### src/rtl/lsu_subword_bridge_if.sv
// Request/response/memory bundle for lsu_subword_bridge.
// slave = the bridge itself, master = core plus data memory side.
interface lsu_subword_bridge_if #(
    parameter int ADDR_WIDTH = 32
);
    logic                  req_valid;
    logic                  req_ready;
    logic                  req_we;
    logic [2:0]            req_funct3;
    logic [ADDR_WIDTH-1:0] req_addr;
    logic [31:0]           req_wdata;
    logic                  rsp_valid;
    logic [31:0]           rsp_rdata;
    logic                  rsp_err;
    logic                  mem_we;
    logic [ADDR_WIDTH-1:0] mem_addr;
    logic [31:0]           mem_wdata;
    logic [31:0]           mem_rdata;

    modport slave (
        input  req_valid, req_we, req_funct3, req_addr, req_wdata, mem_rdata,
        output req_ready, rsp_valid, rsp_rdata, rsp_err, mem_we, mem_addr, mem_wdata
    );

    modport master (
        output req_valid, req_we, req_funct3, req_addr, req_wdata, mem_rdata,
        input  req_ready, rsp_valid, rsp_rdata, rsp_err, mem_we, mem_addr, mem_wdata
    );
endinterface

### src/rtl/lsu_subword_bridge.sv
// Byte/half/word load-store bridge onto a word-only memory; sub-word stores are read-modify-write.
// Define LSU_ALIGN_CHECK_EN to flag misaligned/unsupported accesses via rsp_err.
module lsu_subword_bridge #(
    parameter int ADDR_WIDTH = 32
) (
    input  logic               CLK,
    input  logic               RST,
    lsu_subword_bridge_if.slave bus
);
    typedef enum logic [1:0] {IDLE, RD, WR, RESP} state_e;

    localparam logic [1:0] SZ_B = 2'd0;
    localparam logic [1:0] SZ_H = 2'd1;
    localparam logic [1:0] SZ_W = 2'd2;

    // Anything not a recognised sub-word encoding is handled as a full word.
    function automatic logic [1:0] size_of(input logic we, input logic [2:0] f3);
        logic [1:0] sz;
        if (we && f3[2]) sz = SZ_W;
        else begin
            case (f3[1:0])
                2'b00:   sz = SZ_B;
                2'b01:   sz = SZ_H;
                default: sz = SZ_W;
            endcase
        end
        return sz;
    endfunction

    state_e                state_q, state_d;
    logic                  we_q, we_d;
    logic [2:0]            funct3_q, funct3_d;
    logic [ADDR_WIDTH-1:0] addr_q, addr_d;
    logic [31:0]           wdata_q, wdata_d;
    logic [31:0]           word_q, word_d;
    logic                  err_q, err_d;

    logic                  req_ready_c;
    logic                  req_err;
    logic [1:0]            sz;
    logic [7:0]            ld_byte;
    logic [15:0]           ld_half;
    logic [31:0]           ld_data;
    logic [31:0]           st_word;

`ifdef LSU_ALIGN_CHECK_EN
    logic [1:0] req_sz;
    logic       req_unsup;
    always_comb begin
        req_sz = size_of(bus.req_we, bus.req_funct3);
        if (bus.req_we) req_unsup = !(bus.req_funct3 inside {3'b000, 3'b001, 3'b010});
        else            req_unsup = bus.req_funct3 inside {3'b011, 3'b110, 3'b111};
        req_err = req_unsup ||
                  (req_sz == SZ_H && bus.req_addr[0]) ||
                  (req_sz == SZ_W && bus.req_addr[1:0] != 2'b00);
    end
`else
    assign req_err = 1'b0;
`endif

    assign sz = size_of(we_q, funct3_q);

    always_comb begin
        case (addr_q[1:0])
            2'd0:    ld_byte = word_q[7:0];
            2'd1:    ld_byte = word_q[15:8];
            2'd2:    ld_byte = word_q[23:16];
            default: ld_byte = word_q[31:24];
        endcase
        ld_half = addr_q[1] ? word_q[31:16] : word_q[15:0];
        case (sz)
            SZ_B:    ld_data = funct3_q[2] ? {24'd0, ld_byte} : {{24{ld_byte[7]}}, ld_byte};
            SZ_H:    ld_data = funct3_q[2] ? {16'd0, ld_half} : {{16{ld_half[15]}}, ld_half};
            default: ld_data = word_q;
        endcase
    end

    always_comb begin
        st_word = word_q;
        case (sz)
            SZ_B: begin
                case (addr_q[1:0])
                    2'd0:    st_word[7:0]   = wdata_q[7:0];
                    2'd1:    st_word[15:8]  = wdata_q[7:0];
                    2'd2:    st_word[23:16] = wdata_q[7:0];
                    default: st_word[31:24] = wdata_q[7:0];
                endcase
            end
            SZ_H: begin
                if (addr_q[1]) st_word[31:16] = wdata_q[15:0];
                else           st_word[15:0]  = wdata_q[15:0];
            end
            default: st_word = wdata_q;
        endcase
    end

    always_comb begin
        state_d       = state_q;
        we_d          = we_q;
        funct3_d      = funct3_q;
        addr_d        = addr_q;
        wdata_d       = wdata_q;
        word_d        = word_q;
        err_d         = err_q;
        req_ready_c   = 1'b0;
        bus.rsp_valid = 1'b0;
        bus.rsp_rdata = 32'd0;
        bus.rsp_err   = 1'b0;
        bus.mem_we    = 1'b0;
        bus.mem_wdata = 32'd0;
        case (state_q)
            IDLE: begin
                req_ready_c = 1'b1;
                if (bus.req_valid) begin
                    we_d     = bus.req_we;
                    funct3_d = bus.req_funct3;
                    addr_d   = bus.req_addr;
                    wdata_d  = bus.req_wdata;
                    err_d    = req_err;
                    if (req_err)
                        state_d = RESP;
                    else if (bus.req_we && size_of(bus.req_we, bus.req_funct3) == SZ_W)
                        state_d = WR;
                    else
                        state_d = RD;
                end
            end
            RD: begin
                word_d  = bus.mem_rdata;
                state_d = we_q ? WR : RESP;
            end
            WR: begin
                bus.mem_we    = 1'b1;
                bus.mem_wdata = st_word;
                state_d       = RESP;
            end
            default: begin
                bus.rsp_valid = 1'b1;
                bus.rsp_err   = err_q;
                bus.rsp_rdata = (we_q || err_q) ? 32'd0 : ld_data;
                state_d       = IDLE;
            end
        endcase
    end

    // Combinational state is IDLE during reset, so gate ready explicitly.
    assign bus.req_ready = req_ready_c && !RST;
    assign bus.mem_addr  = {addr_q[ADDR_WIDTH-1:2], 2'b00};

    always_ff @(posedge CLK or posedge RST) begin
        if (RST) begin
            state_q  <= IDLE;
            we_q     <= 1'b0;
            funct3_q <= 3'd0;
            addr_q   <= '0;
            wdata_q  <= 32'd0;
            word_q   <= 32'd0;
            err_q    <= 1'b0;
        end else begin
            state_q  <= state_d;
            we_q     <= we_d;
            funct3_q <= funct3_d;
            addr_q   <= addr_d;
            wdata_q  <= wdata_d;
            word_q   <= word_d;
            err_q    <= err_d;
        end
    end
endmodule

### src/flat_wrapper.sv
// flat-port wrapper written by rule: the top's interface ports become plain ports
module lsu_subword_bridge_flat 
#(
    parameter int ADDR_WIDTH = 32
)
  (CLK, RST, bus_req_valid, bus_req_we, bus_req_funct3, bus_req_addr, bus_req_wdata, bus_mem_rdata, bus_req_ready, bus_rsp_valid, bus_rsp_rdata, bus_rsp_err, bus_mem_we, bus_mem_addr, bus_mem_wdata);
  lsu_subword_bridge_if #(.ADDR_WIDTH(ADDR_WIDTH)) bus_i ();
  input  logic CLK;
  input  logic RST;
  input wire logic [$bits(bus_i.req_valid)-1:0] bus_req_valid;
  input wire logic [$bits(bus_i.req_we)-1:0] bus_req_we;
  input wire logic [$bits(bus_i.req_funct3)-1:0] bus_req_funct3;
  input wire logic [$bits(bus_i.req_addr)-1:0] bus_req_addr;
  input wire logic [$bits(bus_i.req_wdata)-1:0] bus_req_wdata;
  input wire logic [$bits(bus_i.mem_rdata)-1:0] bus_mem_rdata;
  output wire logic [$bits(bus_i.req_ready)-1:0] bus_req_ready;
  output wire logic [$bits(bus_i.rsp_valid)-1:0] bus_rsp_valid;
  output wire logic [$bits(bus_i.rsp_rdata)-1:0] bus_rsp_rdata;
  output wire logic [$bits(bus_i.rsp_err)-1:0] bus_rsp_err;
  output wire logic [$bits(bus_i.mem_we)-1:0] bus_mem_we;
  output wire logic [$bits(bus_i.mem_addr)-1:0] bus_mem_addr;
  output wire logic [$bits(bus_i.mem_wdata)-1:0] bus_mem_wdata;
  assign bus_i.req_valid = bus_req_valid;
  assign bus_i.req_we = bus_req_we;
  assign bus_i.req_funct3 = bus_req_funct3;
  assign bus_i.req_addr = bus_req_addr;
  assign bus_i.req_wdata = bus_req_wdata;
  assign bus_i.mem_rdata = bus_mem_rdata;
  assign bus_req_ready = bus_i.req_ready;
  assign bus_rsp_valid = bus_i.rsp_valid;
  assign bus_rsp_rdata = bus_i.rsp_rdata;
  assign bus_rsp_err = bus_i.rsp_err;
  assign bus_mem_we = bus_i.mem_we;
  assign bus_mem_addr = bus_i.mem_addr;
  assign bus_mem_wdata = bus_i.mem_wdata;
  lsu_subword_bridge #(.ADDR_WIDTH(ADDR_WIDTH)) u_core (.CLK(CLK), .RST(RST), .bus(bus_i));
endmodule
### config.mk
export PLATFORM = sky130hd
export DESIGN_NAME = lsu_subword_bridge_flat
export DESIGN_NICKNAME = d
export VERILOG_FILES = /design/src/rtl/lsu_subword_bridge_if.sv /design/src/rtl/lsu_subword_bridge.sv /design/src/flat_wrapper.sv
export SDC_FILE = /design/constraint.sdc
export NUM_CORES = 1
export LEC_CHECK = 0
export CORE_MARGIN = 5
export CORE_UTILIZATION = 45
export CTS_CLUSTER_DIAMETER = 60
export DETAILED_ROUTE_END_ITERATION = 8
export MAX_ROUTING_LAYER = met4
export PLACE_DENSITY = 0.8
export SYNTH_ARGS = -nofsm -noshare
export SYNTH_HDL_FRONTEND = slang
export SYNTH_SLANG_ARGS = --single-unit
### constraint.sdc
create_clock -name CLK -period 9.3 [get_ports CLK]
set_input_delay 1.395 -clock CLK [delete_from_list [all_inputs] [get_ports CLK]]
set_output_delay 1.395 -clock CLK [all_outputs]
set_load 0.02 [all_outputs]
# After elaboration in Yosys (flattened, before gate mapping)
# Index checks and enable logic that the tools add are counted.
# W data, S select, Z words.
word_totals:
  wordCells: 56
  inputBits: 103
  out_inout_bits: 100
  ff_bits: 102
op_classes:
  eq_ne: 9
  n_reduce_logical: 13
  mux: 28
op_table:
  columns: ["op", "n"]
  rows:
  - ["$mux W32", 5]
  - ["$pmux W32 S2", 2]
  - ["$mux W16", 3]
  - ["$mux W8", 4]
  - ["$pmux W8 S3", 1]
  - ["$mux W2", 6]
  - ["$eq A2 B1 Y1 const B", 5]
  - ["$logic_not A2 Y1", 5]
  - ["$pmux W2 S2", 2]
  - ["$eq A2 B2 Y1 const B", 3]
  - ["$pmux W2 S3", 1]
  - ["$reduce_or A3 Y1", 2]
  - ["$logic_and A1 B1 Y1", 4]
  - ["$mux W1", 4]
  - ["$ne A2 B2 Y1 const B", 1]
  - ["$reduce_and A2 Y1", 1]
  - ["$logic_not A1 Y1", 1]

# Logic depth before layout (Yosys ltp)
# Gate-level depths: netlist (run 1).
logic_depth:
  word_depth: 10
  depth_mapped: 7
  ltp_nobuf: 6

# Worst setup path before layout (run 1)
# OpenSTA, ideal clock, no wires.
synth_path:
  path_kind: "reg2out"
  start: "reg u_core.state_q[0]"
  end: "out bus_rsp_rdata[14]"
  setup_slack_ns: 6.112
  arrival_ns: 1.793
  required_time_ns: 7.905
  path_buffers: 1
  stages_incl_launch_ff: 6
  path_cell_list: "dfrtp_1 > ha_1 > nor2b_1 > buf_2 > o21ai_0 > a221oi_1"
synth_between:
  elab_chain_cells: 3
  word_cells_on_any_way: 5
  classes_between: "eq/ne (2); mux (1); reduce/logical (2)"
synth_rtl:
  columns: ["item", "line", "rtl"]
  rows:
  - ["start, declared", "lsu_subword_bridge.sv:30", "state_e state_q, state_d;"]
  - ["start signal, assigned", "lsu_subword_bridge.sv:160", "state_q <= state_d;"]
  - ["$eq A2 B1 Y1, or another cell as far along", "lsu_subword_bridge.sv:111", "case (state_q)"]
  - ["$reduce_or A3 Y1 (no line) (*)", null, null]
  - ["$mux W32 (*)", "lsu_subword_bridge.sv:111", null]
  - ["end, declared", "flat_wrapper.sv:18", "output wire logic [$bits(bus_i.rsp_rdata)-1:0] bus_rsp_rdata;"]
# Mark *: on every way between the ends. The rest lies on a longest branch, timed or not.

# Worst setup path in the final report (run 1)
layout_path:
  start: "reg u_core.funct3_q[0]"
  end: "out bus_mem_wdata[11]"
layout_between:
  elab_chain_cells: 6
  word_cells_on_any_way: 8
  classes_between: "eq/ne (2); mux (4); reduce/logical (2)"
layout_rtl:
  columns: ["item", "line", "rtl"]
  rows:
  - ["start, declared", "lsu_subword_bridge.sv:32", "logic [2:0] funct3_q, funct3_d;"]
  - ["start signal, assigned", "lsu_subword_bridge.sv:162", "funct3_q <= funct3_d;"]
  - ["$eq A2 B1 Y1 / $logic_not A2 Y1 (equally long branches)", "lsu_subword_bridge.sv:21", "case (f3[1:0])"]
  - ["$pmux W2 S2 (*)", "lsu_subword_bridge.sv:21", null]
  - ["$mux W2 (*)", "lsu_subword_bridge.sv:19", "if (we && f3[2]) sz = SZ_W;"]
  - ["$eq A2 B1 Y1 / $logic_not A2 Y1 (equally long branches)", "lsu_subword_bridge.sv:80", "case (sz)"]
  - ["$pmux W32 S2 (*)", "lsu_subword_bridge.sv:80", null]
  - ["$mux W32 (*)", "lsu_subword_bridge.sv:111", null]
  - ["end, declared", "flat_wrapper.sv:22", "output wire logic [$bits(bus_i.mem_wdata)-1:0] bus_mem_wdata;"]
# Marks and branches as above.

==> flow_metrics.py, run 1 <==
metrics = {
    "critical_path": {
        "start_kind": "flip-flop",
        "cp_max_fo": 20,
        "crit_arrival_ns": 3.32,
        "r2r_slack_ns": 7.23,
        "crit_required_ns": 7.91,
        "endpoint_kind": "output port",
        "crit_end": "bus_mem_wdata[11]",
        "reg2reg_from": "u_core.state_q[0]$_DFFE_PP0P_",
        "regToRegEndpoint": "u_core.wdata_q[17]$_DFFE_PP0P_",
        "path_class": "reg2out",
        "startpoint": "u_core.funct3_q[0]$_DFFE_PP0P_",
        "r2r.worst_path.cells": 5,
    },
    "place": {
        "place.gp.congestion": 0.875,
        "pre_cts_slack_ns": 5.04,
        "port_buffers": 199,
        "dp_hpwl_mm": 12.7,
        "dp.cells": 812,
    },
    "synth": {
        "netlist_instances": 507,
        "ys_seq_area_frac": 0.452,
        "synth_edf_count": 0,
        "yosys.cell_count.top_type": "dfrtp_1",
        "synthTopCellsByCount": "dfrtp_1 (102), mux2_2 (100), buf_4 (35), nand2_1 (35), a21oi_1 (28)",
        "yosys.area_share.simple": 0.0707,
        "synth_top_family_by_area": "multiplexers",
        "synth_area_leaders": "dfrtp_1 (45%), mux2_2 (20%), buf_4 (4.7%)",
        "synthMuxAreaShare": 0.223,
        "synth-main-ff-cell": "dfrtp_1",
        "avgSynthCellArea_um2": 11.1,
        "synth_compound_area_frac": 0.148,
        "synthAdderAreaFrac": 0.00887,
        "yosys.area.top_type": "dfrtp_1",
        "yosysUniqueCellTypes": 42,
        "netlist.area_leader.share": 0.452,
        "ys_warn_count": 0,
        "synth-xor-area-share": 0,
        "synth_area_um2": 5640,
        "ys_seq_elements": 102,
        "async_flop_share": 1.00,
    },
    "drt": {
        "drc": 0,
        "detail_route.first_pass.iterations": 6,
        "routed_wl_mm": 16.8,
        "via_per_inst": 5.49,
        "dr.first_iter.drc_count": 386,
        "antenna_left": 0,
        "vias": 4546,
        "wl_per_cell_um": 20.3,
    },
    "min_path": {
        "worstHoldPathType": "reg2reg",
        "hold_depth": 1,
    },
    "clock_tree": {
        "cts.sinks": 102,
        "cts_made_buffers": 9,
        "cts_buffer_depth": 2,
        "cts-resized-gates": 0,
        "cts_max_level": 3,
        "cts_root_buffer": "clkbuf_16",
        "insertion_delay_ns": 0.35,
        "cts_tree": "yes",
        "clk_pin_slew_ns": 0.07,
        "hold_buffers": 0,
        "cts_setup_buffers": 0,
    },
    "final_layout": {
        "antenna_cells": 0,
        "syn2layout_area_growth_pct": 36.8,
        "regArea_um2": 2550,
        "fin_util": 0.619,
        "finalNetCount": 758,
        "final_cells": 828,
        "fillCellCount": 998,
        "drive_above_1_share": 0.223,
        "multi_input_area_um2": 2560,
    },
    "grt": {
        "grt_pass1_wl_mm": 25.8,
        "grt_start_max_net_pins": 79,
        "overflow": 0,
        "track_usage": 0.233,
        "grt_antenna_before_repair": 0,
        "grt_pass1_vias": 4658,
    },
    "floorplan": {
        "start_util": 0.453,
        "rows": 41,
        "core-area_um2": 12500,
        "die_h_um": 122,
        "design.die.area_um2": 14900,
        "boundaryPins": 203,
        "die_w_um": 122,
    },
    "sta": {
        "setup_viol": 0,
        "fmax_ghz": 0.212,
        "finalHoldViolCount": 0,
        "setup_ws_ns": 4.59,
        "hold_ws_ns": 0.502,
        "slew_viol_final": 0,
        "rsz0062_at_grt": "false",
        "timing.slew.headroom": 0.189,
        "tightest_slew_ns": 1.22,
        "post-route-period-util": 0.506,
        "min_period_ns": 4.71,
        "skew_ns": 0.00898,
        "setup_tns_ns": 0,
    },
    "flow_run": {
        "cap_violations": 0,
    },
    "pwr": {
        "power_leakage_uw": 0.00316,
        "power_density_nw_per_um2": 381,
        "vdd_drop_max_uv": 175,
    },
    "status": {
        "status": "finished, final reports clean",
    },
}
## routing by layer
layer,part of all wire,GRT usage,wire (um),up-vias
met5,0,-,0,-
met4,0.027,0.0861,456,0
met3,0.089,0.0543,1490,36
met2,0.48,0.360,8030,250
met1,0.41,0.302,6810,2187
li1,-,-,-,2073
## layout by cell type, fill, tap and decap left out, types with 2 or more instances in the layout
cell type,instances
a22o_1,8
a21oi_1,27
ha_1,4
a221o_1,6
o21ai_0,20
nor2b_1,5
dfrtp_1,102
mux2_2,100
bufinv_16,2
mux2i_1,10
inv_1,13
a21boi_1,8
buf_4,3
o21a_1,2
nor2_2,10
a222oi_1,8
mux2_4,2
o21ai_1,2
nand2_1,34
nand2_2,2
clkdlybuf4s50_1,199
o221a_2,7
a31oi_1,9
a221oi_1,8
nor2_1,25
o22ai_1,2
nor3_1,7
conb_1,3
clkbuf_16,9
## critical path, stage by stage (launching register included)
cell and delay (ns):
dfrtp_1 0.60, nor2b_1 0.98, and4_1 0.52, a222oi_1 0.15
inv_1 0.10, clkdlybuf4s50_1 0.62
## logic make-up after synthesis
family / Yosys count
AO/OA/AOI/OAI: 115
adder cells (fa/ha/maj): 4
buffers and inverters: 85
flip-flops: 102
multiplexers: 112
other: 1
AND/OR/NAND/NOR: 88
## worst min path at each step
stage                                    from                              to  slack (ns)
2_1_floorplan  u_core.wdata_q[27]$_DFFE_PP0P_  u_core.wdata_q[27]$_DFFE_PP0P_        0.47
3_3_place_gp   u_core.wdata_q[31]$_DFFE_PP0P_  u_core.wdata_q[31]$_DFFE_PP0P_        0.48
3_5_place_dp   u_core.wdata_q[18]$_DFFE_PP0P_  u_core.wdata_q[18]$_DFFE_PP0P_        0.49
4_1_cts        u_core.wdata_q[18]$_DFFE_PP0P_  u_core.wdata_q[18]$_DFFE_PP0P_        0.50
5_1_grt        u_core.wdata_q[18]$_DFFE_PP0P_  u_core.wdata_q[18]$_DFFE_PP0P_        0.52
6_report       u_core.wdata_q[18]$_DFFE_PP0P_  u_core.wdata_q[18]$_DFFE_PP0P_        0.50
## report_power, final
| group | switching (uW) | leakage [uW] | total, uW | internal, uW |
|---|---|---|---|---|
| sequential | 271 | 0.00120 | 944 | 674 |
| clock | 171 | 0.000159 | 410 | 239 |
| combinational | 809 | 0.00180 | 1580 | 775 |
| total | 1250 | 0.00316 | 2940 | 1690 |
## area by class of cell
class	count	share of cell area
clock buffers	10	0.0297
inverters	14	0.00713
repair buffers	202	0.261
multi-input cells	322	0.331
well taps	172	0.0279
clock inverters	6	0.0122
flip-flops and latches	102	0.331
## state kept, by name (all words and copies together), names as in the netlist
signal / cells
u_core.addr_q: 32
u_core.funct3_q: 3
u_core.state_q: 2
u_core.wdata_q: 32
u_core.we_q: 1
u_core.word_q: 32
## metrics by stage
step | total power, uW | area [um2]
after floorplan | 2010 | 5650
after global placement | 2480 | 7400
after detailed placement | 2520 | 7400
after CTS | 2940 | 7720
after global routing | 3100 | 7720
final | 2940 | 7720
Power figures use the tool's default switching activity.
==> inputs of run 2 (changes only) <==
==> constraint.sdc (replaced) <==
create_clock -name CLK -period 4.55 [get_ports CLK]
set_input_delay 0.6825 -clock CLK [delete_from_list [all_inputs] [get_ports CLK]]
set_output_delay 0.6825 -clock CLK [all_outputs]
set_load 0.02 [all_outputs]
==> flow_metrics.py, run 2 (synthesized netlist as in run 1, its figures left out) <==
metrics = {
    "status": {
        "status": "finished, final reports clean",
    },
    "grt": {
        "grt_start_max_net_pins": 80,
        "grt_antenna_before_repair": 0,
        "grt_pass1_vias": 4827,
        "track_usage": 0.240,
        "grt_pass1_wl_mm": 26.5,
        "overflow": 0,
    },
    "clock_tree": {
        "cts-resized-gates": 0,
        "cts_root_buffer": "clkbuf_16",
        "cts_setup_buffers": 0,
        "clk_pin_slew_ns": 0.07,
        "cts_tree": "yes",
        "cts.sinks": 102,
        "cts_max_level": 3,
        "insertion_delay_ns": 0.35,
        "cts_made_buffers": 9,
        "cts_buffer_depth": 2,
        "hold_buffers": 0,
    },
    "floorplan": {
        "boundaryPins": 203,
        "core-area_um2": 12500,
        "rows": 41,
        "design.die.area_um2": 14900,
        "die_h_um": 122,
        "die_w_um": 122,
        "start_util": 0.453,
    },
    "pwr": {
        "vdd_drop_max_uv": 390,
        "power_density_nw_per_um2": 774,
        "power.total_uw": 5960,
        "power_leakage_uw": 0.00315,
    },
    "min_path": {
        "worstHoldPathType": "reg2reg",
    },
    "critical_path": {
        "cp_max_fo": 17,
        "endpoint_kind": "output port",
        "crit_required_ns": 3.87,
        "start_kind": "flip-flop",
        "crit_arrival_ns": 3.32,
        "path_class": "reg2out",
    },
    "sta": {
        "finalHoldViolCount": 0,
        "fmax_ghz": 0.250,
        "setup_tns_ns": 0,
        "min_period_ns": 4.00,
        "post-route-period-util": 0.880,
        "timing.slew.headroom": 0.160,
        "slew_viol_final": 0,
        "skew_ns": 0.00394,
        "setup_ws_ns": 0.547,
        "hold_ws_ns": 0.505,
        "tightest_slew_ns": 1.26,
        "rsz0062_at_grt": "false",
        "setup_viol": 0,
    },
    "final_layout": {
        "syn2layout_area_growth_pct": 36.5,
        "fin_util": 0.618,
        "final_common_cell": "clkdlybuf4s50_1",
        "finalNetCount": 762,
        "drive_above_1_share": 0.227,
        "top_regs": "u_core.addr_q (32), u_core.wdata_q (32), u_core.word_q (32)",
        "antenna_cells": 0,
        "fillCellCount": 1018,
        "layout_common_cells": "clkdlybuf4s50_1 (199), dfrtp_1 (102), mux2_2 (100)",
    },
    "drt": {
        "routed_wl_mm": 17.4,
        "vias": 4602,
        "via_per_inst": 5.53,
        "wl_per_cell_um": 20.9,
        "detail_route.first_pass.iterations": 5,
        "antenna_left": 0,
        "drc": 0,
        "dr.first_iter.drc_count": 508,
    },
    "place": {
        "dp_hpwl_mm": 13.1,
        "place.gp.congestion": 0.877,
        "pre_cts_slack_ns": 1.03,
        "port_buffers": 199,
    },
    "flow_run": {
        "cap_violations": 0,
    },
}
## run 2: cell count changes in the layout (fill, tap and decap cells not counted)
cell        before  now
clkinvlp_4       0    2
clkinv_4         1    0
clkinv_2         1    2
bufinv_16        2    0
buf_4            3    7
## run 2: path summary, 6_finish.rpt
kind | start | end | slack (ns) | depth (start not counted)
setup / recovery | u_core.state_q[0]$_DFFE_PP0P_ | bus_rsp_rdata[15] | 0.55 | 5
min in group asynchronous | RST | u_core.state_q[1]$_DFFE_PP0P_ | 0.92 | 2
setup reg to reg | u_core.state_q[0]$_DFFE_PP0P_ | u_core.wdata_q[19]$_DFFE_PP0P_ | 2.51 | 5
hold reg to reg | u_core.addr_q[13]$_DFFE_PP0P_ | u_core.addr_q[13]$_DFFE_PP0P_ | 0.50 | 1
hold / removal | u_core.addr_q[13]$_DFFE_PP0P_ | u_core.addr_q[13]$_DFFE_PP0P_ | 0.50 | 1
max in group asynchronous | RST | u_core.word_q[17]$_DFFE_PP0N_ | 2.76 | 3
## run 2: critical path, stage by stage, from the launching register on
cell	delay, ns
dfrtp_1	0.40
ha_1	0.26
nor2b_1	0.85
a21bo_1	0.58
nor2_1	0.25
clkdlybuf4s50_1	0.63
## run 2: report_power, final
group	internal (uW)	total, uW	switching [uW]
combinational	1600	3310	1710
clock	375	726	351
sequential	1380	1920	546
## run 2: metrics by stage
step / cell area [um2] / cells
2_1_floorplan: 5650 / 509
3_3_place_gp: 7430 / 816
3_5_place_dp: 7430 / 816
4_1_cts: 7700 / 832
5_1_grt: 7700 / 832
6_report: 7700 / 832
## run 2: metal layers
metal / track usage / wire length, um / part of all wire
met1: 0.306 / 7190 / 0.41
met2: 0.377 / 8430 / 0.49
met3: 0.0539 / 1350 / 0.078
met4: 0.0854 / 396 / 0.023
met5: - / 0 / 0
## run 2: final cells by class
| class | count | area [um2] | area share |
|---|---|---|---|
| clock buffer | 10 | 229 | 0.0297 |
| clock inverter | 6 | 45.0 | 0.00585 |
| inverter | 14 | 55.1 | 0.00715 |
| multi-input combinational | 322 | 2560 | 0.332 |
| sequential | 102 | 2550 | 0.331 |
| tap | 172 | 215 | 0.0279 |
| timing repair buffer | 206 | 2040 | 0.266 |
==> inputs of run 3 (changes only) <==
--- a/config.mk
+++ b/config.mk
@@ -8,7 +8,9 @@
 export CORE_MARGIN = 5
 export CORE_UTILIZATION = 45
 export CTS_CLUSTER_DIAMETER = 60
+export CTS_CLUSTER_SIZE = 28
 export DETAILED_ROUTE_END_ITERATION = 8
+export GPL_ROUTABILITY_DRIVEN = 0
 export MAX_ROUTING_LAYER = met4
 export PLACE_DENSITY = 0.8
 export SYNTH_ARGS = -nofsm -noshare
==> flow_metrics.py, run 3 (synthesized netlist as in run 1, its figures left out) <==
metrics = {
    "status": {
        "status": "finished, final reports clean",
    },
    "drt": {
        "wl_per_cell_um": 19.9,
        "drc": 0,
        "antenna_left": 0,
        "routed_wl_mm": 16.5,
        "detail_route.first_pass.iterations": 6,
        "via_per_inst": 5.52,
        "dr.first_iter.drc_count": 427,
        "vias": 4583,
    },
    "floorplan": {
        "die_h_um": 122,
        "start_util": 0.453,
        "design.die.area_um2": 14900,
        "boundaryPins": 203,
        "rows": 41,
        "core-area_um2": 12500,
        "die_w_um": 122,
    },
    "clock_tree": {
        "cts_made_buffers": 9,
        "cts_setup_buffers": 0,
        "clk_pin_slew_ns": 0.06,
        "cts-resized-gates": 0,
        "cts_buffer_depth": 2,
        "insertion_delay_ns": 0.35,
        "cts_tree": "yes",
        "cts_max_level": 3,
        "cts_root_buffer": "clkbuf_16",
        "cts.sinks": 102,
        "hold_buffers": 0,
    },
    "final_layout": {
        "final_cells": 830,
        "antenna_cells": 0,
        "drive_above_1_share": 0.226,
        "layout_common_cells": "clkdlybuf4s50_1 (199), dfrtp_1 (102), mux2_2 (100)",
        "top_regs": "u_core.addr_q (32), u_core.wdata_q (32), u_core.word_q (32)",
        "finalNetCount": 761,
        "fillCellCount": 1023,
        "stdcell_area_um2": 7720,
        "final_common_cell": "clkdlybuf4s50_1",
        "syn2layout_area_growth_pct": 36.7,
    },
    "sta": {
        "skew_ns": 0.00712,
        "timing.slew.headroom": 0.184,
        "fmax_ghz": 0.257,
        "tightest_slew_ns": 1.22,
        "rsz0062_at_grt": "false",
        "setup_ws_ns": 0.655,
        "post-route-period-util": 0.856,
        "setup_viol": 0,
        "slew_viol_final": 0,
        "hold_ws_ns": 0.505,
        "finalHoldViolCount": 0,
        "min_period_ns": 3.89,
        "setup_tns_ns": 0,
    },
    "critical_path": {
        "cp_max_fo": 34,
        "endpoint_kind": "output port",
        "crit_arrival_ns": 3.21,
        "path_class": "reg2out",
        "crit_required_ns": 3.87,
        "start_kind": "flip-flop",
    },
    "flow_run": {
        "cap_violations": 0,
    },
    "grt": {
        "grt_antenna_before_repair": 0,
        "overflow": 0,
        "grt_start_max_net_pins": 80,
        "grt_pass1_vias": 4662,
        "track_usage": 0.229,
        "grt_pass1_wl_mm": 25.3,
    },
    "pwr": {
        "power_leakage_uw": 0.00316,
        "power_density_nw_per_um2": 769,
        "vdd_drop_max_uv": 400,
    },
    "place": {
        "dp_hpwl_mm": 12.6,
        "dpl-instance-area_um2": 7420,
        "port_buffers": 199,
        "dp.cells": 815,
        "pre_cts_slack_ns": 1.05,
    },
    "min_path": {
        "worstHoldPathType": "reg2reg",
    },
}
[run 3: cell count changes in the layout (fill, tap and decap cells not counted)]
cell | previous run | this run
buf_4 | 7 | 6
bufinv_16 | 0 | 1
clkbuf_1 | 1 | 0
clkbuf_8 | 0 | 1
clkinv_2 | 2 | 1
inv_8 | 1 | 0
[run 3: final timing paths]
kind / start / endpoint / slack [ns] / cells past startpoint
setup / recovery: u_core.addr_q[1]$_DFFE_PP0P_ / bus_rsp_rdata[16] / 0.66 / 5
hold / removal: u_core.wdata_q[21]$_DFFE_PP0P_ / u_core.wdata_q[21]$_DFFE_PP0P_ / 0.50 / 1
setup reg to reg: u_core.state_q[0]$_DFFE_PP0P_ / u_core.wdata_q[4]$_DFFE_PP0P_ / 2.30 / 5
hold reg to reg: u_core.wdata_q[21]$_DFFE_PP0P_ / u_core.wdata_q[21]$_DFFE_PP0P_ / 0.50 / 1
max in group asynchronous: RST / u_core.addr_q[7]$_DFFE_PP0P_ / 2.73 / 3
min in group asynchronous: RST / u_core.state_q[1]$_DFFE_PP0P_ / 0.95 / 2
[run 3: metal layers]
metal | share of wire | vias to the layer above | track usage
li1 | - | 2084 | -
met4 | 0.023 | 0 | 0.0882
met3 | 0.089 | 30 | 0.0562
met1 | 0.41 | 2245 | 0.288
met2 | 0.48 | 224 | 0.359
met5 | 0 | - | -
[run 3: worst max-delay path, cell delays in order (launching register included)]
cell,delay [ns]
dfrtp_1,1.03
mux2_4,0.36
a31oi_1,0.17
a21bo_1,0.60
nor2_1,0.11
clkdlybuf4s50_1,0.57
[run 3: layout make-up]
class                   count  area [um2]  area share
multi-input cells         322        2560       0.332
flip-flops and latches    102        2550       0.331
repair buffers            205        2040       0.264
clock buffers              10         239      0.0310
well taps                 172         215      0.0279
clock inverters             5        58.8     0.00762
inverters                  14        55.1     0.00713
[run 3: power by group]
| part | leakage (uW) | internal, uW | switching, uW | total, uW |
|---|---|---|---|---|
| registers | 0.00120 | 1380 | 548 | 1930 |
| logic | 0.00182 | 1600 | 1650 | 3240 |
| clock network | 0.000141 | 439 | 328 | 767 |
[run 3: stage by stage]
| step | total power [uW] | utilization |
|---|---|---|
| 5_1_grt | 6280 | 0.619 |
| 6_report | 5940 | 0.619 |
| 3_3_place_gp | 5070 | 0.595 |
| 3_5_place_dp | 5160 | 0.595 |
| 2_1_floorplan | 4110 | - |
| 4_1_cts | 5950 | 0.619 |
==> RTL change 1: new RTL, config.mk and constraints of run 2 <==
`ADDR_WIDTH` is set to 32 in 3 places; all go to 40.
--- a/src/rtl/lsu_subword_bridge_if.sv
+++ b/src/rtl/lsu_subword_bridge_if.sv
@@ -1,7 +1,7 @@
 // Request/response/memory bundle for lsu_subword_bridge.
 // slave = the bridge itself, master = core plus data memory side.
 interface lsu_subword_bridge_if #(
-    parameter int ADDR_WIDTH = 32
+    parameter int ADDR_WIDTH = 40
 );
     logic                  req_valid;
     logic                  req_ready;
--- a/src/rtl/lsu_subword_bridge.sv
+++ b/src/rtl/lsu_subword_bridge.sv
@@ -1,7 +1,7 @@
 // Byte/half/word load-store bridge onto a word-only memory; sub-word stores are read-modify-write.
 // Define LSU_ALIGN_CHECK_EN to flag misaligned/unsupported accesses via rsp_err.
 module lsu_subword_bridge #(
-    parameter int ADDR_WIDTH = 32
+    parameter int ADDR_WIDTH = 40
 ) (
     input  logic               CLK,
     input  logic               RST,
--- a/src/flat_wrapper.sv
+++ b/src/flat_wrapper.sv
@@ -1,7 +1,7 @@
 // flat-port wrapper written by rule: the top's interface ports become plain ports
 module lsu_subword_bridge_flat 
 #(
-    parameter int ADDR_WIDTH = 32
+    parameter int ADDR_WIDTH = 40
 )
   (CLK, RST, bus_req_valid, bus_req_we, bus_req_funct3, bus_req_addr, bus_req_wdata, bus_mem_rdata, bus_req_ready, bus_rsp_valid, bus_rsp_rdata, bus_rsp_err, bus_mem_we, bus_mem_addr, bus_mem_wdata);
   lsu_subword_bridge_if #(.ADDR_WIDTH(ADDR_WIDTH)) bus_i ();
Interface: changed (resized bus_mem_addr and bus_req_addr); port bits go from 203 to 219. The function was not compared with the original's and may differ.
==> RTL change 1 against run 2 <==
Sequential cell count increased by 8; worst setup slack improved by 0.075 ns; final area rose by 7.6%; power is 8.0% higher; sequential share of layout area grew 0.088 points; count of clock-buffer cells in the layout stayed put; routed wire length is 7.8% higher; non-clock buffer count up 17; area after synthesis up 6.5%; highest routed layer unchanged.
==> RTL change 1: results (changes against run 2) <==
run status: finished, final reports clean
worst reg2reg endpoint: u_core.wdata_q[2]
largest fanout of any net on the critical path: 24 (+7)
worst path arrival time: 3.25 ns (-0.07 ns)
number of global-route vias before repair: 5254 (+8.8%)
number of library cell types mapped by synthesis: 45 (+7.1%)
max_slew headroom: 0.3183 (+0.1585)
maximum level of the CTS H-tree: 3 (unchanged)
min Tclk post-route: 3.928 ns (-0.07490 ns)
Leak: 0.003393 uW (+7.7%)
most used standard cell by instance count after synthesis: mux2_2
antenna violations before repair: 1 (+1)
met2 wire len: 9.053 mm (+7.5%)
Met1 Routed Length: 7.326 mm (+1.9%)
largest net degree at the start of global routing: 77 (-3.8%)
worst vdd ir: 0.4115 mV (+5.4%)
detailed-routed wire length on met3: 1.901 mm (+41%)
total global routing track utilization: 0.2426 (+0.003113)
r2r setup slk: 2.40 ns (-0.11 ns)
r2r worst-path depth: 4 (-1)
global-route wire length before repair: 29.07 mm (+9.9%)
sequential element share of the synthesized area: 0.4580 (+0.005719)
worst slack on hold paths: 0.5065 ns (+0.001938 ns)
slowest cell on the critical path: dfrtp_1
Post-DP HPWL: 14.17 mm (+8.5%)
max incr delay on CP: 0.82 ns (-0.03 ns)
crit path launch: u_core.addr_q[1]
area post-placement: 7953 sq um (+7.1%)
total via count after detailed routing: 5023 (+9.1%)
Routability Congestion: 0.8951 (+2.0%)
worst clock skew: 0.009243 ns (+0.005298 ns)
largest registers: u_core.addr_q x40, u_core.wdata_q x32, u_core.word_q x32
cell types with the highest counts after synthesis: mux2_2 (111), dfrtp_1 (110), nand2_1 (46)
number of port buffers: 215 (+8.0%)
CTS resizes: 0 (unchanged)
-- RTL change 1: cell families (layout without fill, tap and decap cells) --
kind of cell | Yosys count | count (layout) | share of synthesized area
AND/OR/NAND/NOR | 123 | 123 | 0.09557
AO/OA/AOI/OAI | 116 | 116 | 0.1318
multiplexers | 113 | 113 | 0.2113
flip-flops | 110 | 110 | 0.4580
buffers and inverters | 98 | 255 | 0.09432
adder cells (fa/ha/maj) | 4 | 4 | 0.008328
other | 1 | 4 | 0.0006240
-- RTL change 1: stage by stage --
| step | instances | power [uW] |
|---|---|---|
| 5_1_grt | 901 | 6807 |
| 3_5_place_dp | 884 | 5548 |
| 4_1_cts | 900 | 6441 |
| 3_3_place_gp | 884 | 5451 |
| 6_report | 901 | 6435 |
| 2_1_floorplan | 567 | 4332 |
-- RTL change 1: report_power, final --
| group | internal, uW | total [uW] | leakage (uW) | switching (uW) |
|---|---|---|---|---|
| logic | 1690 | 3440 | 0.00194 | 1760 |
| clock network | 493 | 873 | 0.000160 | 380 |
| registers | 1480 | 2120 | 0.00129 | 638 |
-- RTL change 1: worst max-delay path, delay by kind of cell (launching register included) --
kind	cells	cell delay, ns
buffers and inverters	2	1.18
DFF	1	0.82
AOI/OAI and AO/OA	2	0.77
and+or+nand+nor	1	0.12
-- RTL change 1: cell type report --
class,count,area (sq um)
Antenna cell,1,2.502
Clock buffer,10,229.0
Clock inverter,6,97.59
Fill cell,1049,4908
Inverter,16,62.56
Multi-Input combinational cell,359,2705
Sequential cell,110,2753
Tap cell,176,220.2
Timing Repair Buffer,223,2212
-- RTL change 1: layer usage --
metal  global-route usage  up-vias
li1                     -     2283
met1               0.2841     2409
met2               0.3870      290
met3              0.08358       41
met4              0.09056        0
met5                    -        -
==> RTL change 2: new RTL, flow settings as in run 2 <==
Without the edit above. Make the reset (`RST`) synchronous in one clocked block.
--- a/src/rtl/lsu_subword_bridge.sv
+++ b/src/rtl/lsu_subword_bridge.sv
@@ -147,7 +147,7 @@
     assign bus.req_ready = req_ready_c && !RST;
     assign bus.mem_addr  = {addr_q[ADDR_WIDTH-1:2], 2'b00};
 
-    always_ff @(posedge CLK or posedge RST) begin
+    always_ff @(posedge CLK) begin
         if (RST) begin
             state_q  <= IDLE;
             we_q     <= 1'b0;
Check against the original RTL: differs if RST is asserted again (counterexample within 4 cycles, from zero or initial values and one cycle with RST high); with RST held inactive, the same outputs for 10 cycles.
==> RTL change 2 against run 2 <==
Final area shrank 5.9%; worst setup slack gained 0.17 ns; die area shrank 6.2%; routed wire length grew 1.2%; sequential cell count is the same; area after synthesis shrank 6.8%; count of clock-buffer cells in the layout grew 4; critical endpoint unchanged; largest cell class unchanged.
Power is not compared: it rests on default switching activity, and its combinational part moved more than twofold at a synthesized area within 25%.
==> RTL change 2: results (changes against run 2) <==
worst path arrival time: 3.15 ns (-0.17 ns)
FILL cells: 1000 (-1.8%)
most area-consuming cells after synthesis: dfxtp_1 (39%), nand2_1 (12%), a21oi_1 (10%)
layout clock buffer count: 14 (+4)
number of logic inverters in the finished layout: 5 (-9)
worst clock skew: 0.006405 ns (+0.002461 ns)
r2r setup slk: 2.43 ns (-0.08 ns)
met1 GRT Util: 0.2965 (-0.009067)
WL per Instance: 18.07 microns (-13%)
area fraction of clock buffers and clock inverters: 0.03470 (-0.0008836)
detailed-routed wire length on met3: 1.757 mm (+30%)
run status: finished, final reports clean
Post-DP HPWL: 13.16 mm (+0.76%)
Min-Delay Path Depth: 2 (+1)
cell types with the highest counts after synthesis: nand2_1 (169), a21oi_1 (110), dfxtp_1 (102)
area share of buffers outside the clock network: 0.2807 (+0.01521)
largest fanout of any net on the critical path: 28 (+11)
post-synthesis adder-cell area fraction: 0.009515 (+0.0006456)
iteration-0 DRC count of the detailed router: 325 (-36%)
Multi-Input Combinational: 502 (+56%)
met2 wire len: 8.353 mm (-0.85%)
largest net degree at the start of global routing: 69 (-14%)
Critical R2R Launch: u_core.state_q[0]
area fraction in compound gates after synthesis: 0.2103 (+0.06216)
bufs w/o clock: 205 (-0.49%)
total global routing track utilization: 0.2523 (+0.01282)
worst-case hold path end point: u_core.wdata_q[24]
number of library cell types mapped by synthesis: 41 (-2.4%)
share of flip-flops with an asynchronous set or reset: 0 (-1.000)
worst reg2reg endpoint: u_core.wdata_q[13]
share of cell area taken by multi-input logic gates: 0.3755 (+0.04321)
max_slew headroom: 0.2006 (+0.04082)
area post-placement: 6995 sq um (-5.8%)
fraction of final layout cells with drive strength greater than 1: 0.03016 (-0.1971)
RTL change 2: cell count changes after synthesis, moves of 9 or more:
cell / change
nor2_2: -10
nand2_1: +134
mux2_2: -100
mux2i_1: +40
nor2_1: +42
inv_1: -10
clkbuf_1: +17
a21oi_1: +82
dfrtp_1: -102
a22oi_1: +9
dfxtp_1: +102
RTL change 2: worst max-delay path, cell delays in order (launching register included):
cell             delay [ns]
dfxtp_1                0.93
mux2i_1                0.31
and3b_1                0.23
o31ai_4                0.61
nor2_1                 0.14
clkdlybuf4s50_1        0.57
RTL change 2: worst max path at each step:
stage | start | to | slack, ns | depth (start not counted)
after CTS | u_core.addr_q[1] | bus_rsp_rdata[23] | 0.76 | 5
after global routing | u_core.addr_q[1] | bus_rsp_rdata[15] | 0.47 | 5
after global placement | u_core.addr_q[1] | bus_rsp_rdata[24] | 1.29 | 5
final | u_core.addr_q[1] | bus_rsp_rdata[15] | 0.72 | 5
after detailed placement | u_core.addr_q[1] | bus_rsp_rdata[23] | 1.12 | 5
after floorplan | u_core.state_q[0] | bus_mem_wdata[22] | 2.23 | 6
RTL change 2: per-stage QoR:
stage / utilization / hold slack [ns] / power [uW] / setup slack (ns) / cells
6_report: 0.6347 / 0.4523 / 3503 / 0.7206 / 972
3_5_place_dp: 0.6126 / 0.4461 / 2830 / 1.125 / 957
2_1_floorplan: - / 0.4332 / 2336 / 2.229 / 696
5_1_grt: 0.6347 / 0.4729 / 3735 / 0.4730 / 972
3_3_place_gp: 0.6126 / 0.4414 / 2780 / 1.294 / 957
4_1_cts: 0.6347 / 0.4555 / 3513 / 0.7592 / 972
